<file path="config.mk">
export PLATFORM = sky130hd
export DESIGN_NAME = toggle_period_monitor
export DESIGN_NICKNAME = d
export VERILOG_FILES = /design/src/rtl/toggle_period_monitor.sv
export SDC_FILE = /design/constraint.sdc
export NUM_CORES = 1
export LEC_CHECK = 0
export CORE_ASPECT_RATIO = 0.9
export CORE_UTILIZATION = 55
export CTS_CLUSTER_SIZE = 30
export DETAILED_ROUTE_END_ITERATION = 12
export PLACE_DENSITY = 0.79
export RECOVER_POWER = 50
export SKIP_CTS_REPAIR_TIMING = 1
export SLEW_MARGIN = 0
export SYNTH_ARGS = -nofsm -noshare
export SYNTH_HDL_FRONTEND = slang
export SYNTH_SLANG_ARGS = --single-unit
</file>
<file path="constraint.sdc">
create_clock -name clock -period 2.2 [get_ports clock]
set_clock_uncertainty 0.15 [all_clocks]
set_input_delay 0.33 -clock clock [delete_from_list [all_inputs] [get_ports clock]]
set_output_delay 0.33 -clock clock [all_outputs]
set_load 0.05 [all_outputs]
</file>
<file path="src/rtl/toggle_period_monitor.sv">
`default_nettype none
// +----------------------------------------------------------------------------+
// | toggle_period_monitor                                                      |
// | Measures half-periods of an asynchronous toggle, flags short/long ones,    |
// | counts errors and reports lock.                                            |
// | Revision: 1.0                                                              |
// +----------------------------------------------------------------------------+
module toggle_period_monitor #(
  parameter int CNT_W    = 16,
  parameter int EXP_HALF = 5,
  parameter int TOL      = 1,
  parameter int LOCK_N   = 4
) (
  input  logic             clock,
  input  logic             reset_n,
  input  logic             toggle_in,
  input  logic             enable,
  output logic             level,
  output logic [CNT_W-1:0] period,
  output logic             period_valid,
  output logic             too_short,
  output logic             too_long,
  output logic             lock,
  output logic [7:0]       err_count
);

  localparam int               c_run_w   = $clog2(LOCK_N + 1);
  localparam logic [CNT_W-1:0] c_lo      = CNT_W'(EXP_HALF - TOL);
  localparam logic [CNT_W-1:0] c_hi      = CNT_W'(EXP_HALF + TOL);
  localparam logic [CNT_W-1:0] c_timeout = CNT_W'(EXP_HALF + TOL + 1);
  localparam logic [c_run_w-1:0] c_lock_n = c_run_w'(LOCK_N);

  typedef enum logic [1:0] {
    S_IDLE    = 2'd0,
    S_ARM     = 2'd1,
    S_MEASURE = 2'd2
  } state_t;

  state_t             r_state;
  logic               r_s1;
  logic               r_s2;
  logic               r_s3;
  logic [CNT_W-1:0]   r_count;
  logic [c_run_w-1:0] r_good_run;

  logic               w_edge;
  logic               w_short;
  logic               w_long;
  logic               w_good;
  logic               w_err_evt;
  logic [c_run_w-1:0] w_run_inc;

  assign level     = r_s2;
  assign w_edge    = r_s2 ^ r_s3;
  assign w_short   = (r_count < c_lo);
  assign w_long    = (r_count > c_hi);
  assign w_good    = !w_short && !w_long;
  assign w_run_inc = (r_good_run == c_lock_n) ? r_good_run : r_good_run + c_run_w'(1);

  // An edge on the timeout cycle is measured (as long) rather than timed out.
  assign w_err_evt = enable && (r_state == S_MEASURE) &&
                     (w_edge ? (w_short || w_long) : (r_count == c_timeout));

  always_ff @(posedge clock or negedge reset_n) begin
    if (!reset_n) begin
      r_s1         <= 1'b0;
      r_s2         <= 1'b0;
      r_s3         <= 1'b0;
      r_state      <= S_IDLE;
      r_count      <= '0;
      r_good_run   <= '0;
      period       <= '0;
      period_valid <= 1'b0;
      too_short    <= 1'b0;
      too_long     <= 1'b0;
      lock         <= 1'b0;
      err_count    <= 8'd0;
    end else begin
      r_s1         <= toggle_in;
      r_s2         <= r_s1;
      r_s3         <= r_s2;
      period_valid <= 1'b0;
      too_short    <= 1'b0;
      too_long     <= 1'b0;

      if (w_err_evt && (err_count != 8'hFF)) begin
        err_count <= err_count + 8'd1;
      end

      if (!enable) begin
        r_state    <= S_IDLE;
        r_count    <= '0;
        r_good_run <= '0;
        lock       <= 1'b0;
      end else begin
        case (r_state)
          S_IDLE: begin
            r_count    <= '0;
            r_good_run <= '0;
            lock       <= 1'b0;
            r_state    <= S_ARM;
          end
          S_ARM: begin
            if (w_edge) begin
              r_count <= CNT_W'(1);
              r_state <= S_MEASURE;
            end
          end
          S_MEASURE: begin
            if (w_edge) begin
              period       <= r_count;
              period_valid <= 1'b1;
              too_short    <= w_short;
              too_long     <= w_long;
              r_count      <= CNT_W'(1);
              if (w_good) begin
                r_good_run <= w_run_inc;
                lock       <= (w_run_inc == c_lock_n);
              end else begin
                r_good_run <= '0;
                lock       <= 1'b0;
              end
            end else if (r_count == c_timeout) begin
              too_long   <= 1'b1;
              r_good_run <= '0;
              lock       <= 1'b0;
              r_count    <= '0;
              r_state    <= S_ARM;
            end else begin
              r_count <= r_count + CNT_W'(1);
            end
          end
          default: begin
            r_state <= S_IDLE;
          end
        endcase
      end
    end
  end

endmodule
`default_nettype wire

</file>
==> metrics <==
outcome finished, final reports clean; total detailed-routing wirelength 5920 um; count of filler cells inserted in the layout 388; Distinct cells, synth 43; CTS tree yes; net total in the final layout 354; dominant register cell in the synthesized netlist dfrtp_1; number of enable-type register cells in the synthesized netlist 0; Hold Crit Depth 0; Final Hold Vio Count 0; cell at the root of the clock tree clkbuf_8; final worst path period need 2.08 ns; final routed DRC violation total 0; Hold Path End level$_DFF_PN0_; Power Total 2.19 mW; unrepaired setup endpoints after global routing no; nature of the critical path startpoint flop; number of placement rows 23; die width 75.1 um; Avg Cell Area, Syn 9.22 um^2; num ports 33; met2 WL 2680 um; via total after detailed routing 2316; uppermost layer routed met4; fmax 0.482 GHz; count of pins over their slew limit 0; cell area reported after detailed placement 3180 um^2; number of DRC violations after detailed-routing iteration 0 176; total of flip-flops plus latches after synthesis 52; cell area after synthesis 2650 um^2; initial antenna violation count 0; final period utilization 0.944; fraction of registers with async set or reset after synthesis 1.00; Hold Crit Start r_s1$_DFF_PN0_; number of buffers added on ports 32; HPWL Detailed 4260 um; GRT Residual Overflow 0; proportion of synthesized chip area in sequential cells 0.492; global-route wire length before repair 9760 um; DR pass1 iterations 4; ANT cells 0; number of nets produced by synthesis 299; number of setup violations in the final report 0; cell depth of the worst flop-to-flop path 5; number of sinks handled by clock tree synthesis 52; Area contributors post-synth dfrtp_1 (49%), nand2_1 (8.9%), o21ai_0 (5.1%), ha_1 (3.8%), nand3_1 (3.2%); gate count after technology mapping 287; layout cell share with drive strength beyond 1 0.137; Critical R2R Launch r_count[12]$_DFFE_PN0P_; vias in the first global route 2157; Metal-1 WL 2820 um; path type of the worst setup path reg -> reg; Pwr Density 664 nW/um^2; clock transition at the registers of the reported paths 0.09 ns; placeable core region 4550 um^2; worst endpoint required time 2.25 ns; reported leakage power 1.50 nW; Crit path arrival time 2.13 ns; average routed wire per standard cell 14.6 um; clock tree buffer depth 2; Final Wtd Congestion 0.920; Die Ht 67.8 um; critical path peak fanout 7; measured slew at the worst slew-check pin 1.25 ns; tightest slew margin relative to the limit 0.164; Design Area, Final 3300 um^2; number of violations of the max-capacitance limit 0; kind of end point of the critical path flop; Met3 Wirelength 323 um; capture point of the worst reg-to-reg path err_count[6]$_DFFE_PN0P_; flop2flop setup slack 0.12 ns; residual antenna-violating net count after detailed routing 0; Die Area 5090 um^2; clock latency on the worst-skew pair 0.31 ns; total number of H-tree levels 2; maximum number of pins on one net before global-route repair 32; total area of sequential cells 1300 um^2; proportion of netlist area held by the largest area contributor 0.492; Sum Neg Setup Slack 0 ns; biggest area consumer among synthesized cells dfrtp_1; total CTS buffers 5; worst vdd ir 0.000712 V; kind of path behind the tightest hold check reg -> reg; area occupied by multi-input gates 1250 um^2; warnings from Yosys 0; total track usage 0.263; mean number of vias per cell 5.72; Area Growth Syn to Fin 24.8%; effective utilization at floorplan 0.582
==> layout by cell type (no fill, tap or decap), drive strengths merged, types with 2 or more instances in the layout <==
cell type	instances
buf	29
inv	9
a21oi	10
clkbuf	6
dlygate4sd3	2
nor4	5
a211oi	4
xor2	7
nor2	9
nand3	17
o21ai	29
o31ai	4
a31oi	2
dfrtp	52
mux2i	2
nand4	11
o22ai	2
nor3	15
clkinv	3
nor3b	5
mux2	2
nor4b	2
nand3b	2
clkdlybuf4s50	30
ha	8
nand2	63
==> report_power, final <==
| part | switching, mW | leakage, nW | internal [mW] |
|---|---|---|---|
| Combinational | 0.379 | 0.735 | 0.219 |
| Clock | 0.314 | 0.0479 | 0.222 |
| Sequential | 0.0495 | 0.714 | 1.01 |
==> cells in the mapped netlist, types with 2 or more instances <==
library cell / n
mux2i_1: 2
nor4_1: 3
o21ai_0: 27
inv_1: 9
a211oi_1: 4
nor2_1: 8
ha_1: 8
a21oi_1: 10
dfrtp_1: 52
o21ai_1: 2
nor3b_1: 5
o22ai_1: 2
buf_2: 2
mux2_2: 2
nor3_1: 15
buf_6: 4
o31ai_1: 4
clkbuf_1: 7
a31oi_1: 2
xor2_1: 7
nand4_1: 11
nand2_1: 63
nand3_1: 17
nand3b_1: 2
==> sequential cells by signal, indices dropped and copies added, names as in the netlist <==
register	count
r_s3	1
r_good_run	3
level	1
err_count	8
r_state	2
lock	1
period	16
too_long	1
r_count	16
period_valid	1
r_s1	1
too_short	1
==> how the worst max path moves through the flow <==
| stage | cells past startpoint | end | slack (ns) | from |
|---|---|---|---|---|
| global route | 8 | r_count[7]$_DFFE_PN0P_ | 0.005 | r_count[0]$_DFFE_PN0P_ |
| global placement | 6 | err_count[6]$_DFFE_PN0P_ | 0.10 | enable |
| finish | 5 | err_count[6]$_DFFE_PN0P_ | 0.12 | r_count[12]$_DFFE_PN0P_ |
| CTS | 5 | err_count[6]$_DFFE_PN0P_ | 0.06 | r_count[13]$_DFFE_PN0P_ |
| detailed placement | 6 | err_count[6]$_DFFE_PN0P_ | 0.05 | enable |
| floorplan | 6 | err_count[6]$_DFFE_PN0P_ | 0.04 | level$_DFF_PN0_ |
==> cell families (layout without fill, tap and decap cells) <==
family,after synthesis,after routing,synth area share
simple gates,135,135,0.253
compound gates,57,57,0.129
fa+ha+maj,8,8,0.0378
xor+xnor,8,8,0.0265
buf+inv,23,79,0.0454
flops,52,52,0.492
mux,4,4,0.0161
==> metrics by stage <==
step           setup slack [ns]  hold WS, ns   util  std cells
6_report                  0.124        0.209  0.726        405
3_5_place_dp             0.0525        0.187  0.700        396
5_1_grt                 0.00530        0.227  0.726        405
3_3_place_gp              0.104        0.183  0.700        396
4_1_cts                  0.0566       -0.152  0.719        404
2_1_floorplan            0.0364       -0.116      -        287
==> critical path, stage by stage (launching register included) <==
cell and delay [ns]:
dfrtp_1 0.42, nor4_4 0.38, and4_1 0.34, a22oi_4 0.13, nor3_1 0.21, mux2_2 0.35
==> metal layers <==
| metal | vias up | GRT usage |
|---|---|---|
| li1 | 1123 | - |
| met1 | 1112 | 0.363 |
| met2 | 69 | 0.400 |
| met3 | 12 | 0.0672 |
| met4 | 0 | 0.0967 |
| met5 | - | 0 |
==> area by class of cell <==
type,count,area share
sequential,52,0.394
multi-input combinational,212,0.378
timing repair buffer,62,0.168
tap,62,0.0235
clock buffer,5,0.0208
inverter,9,0.0102
clock inverter,3,0.00568
(Power assumes the default switching activity.)
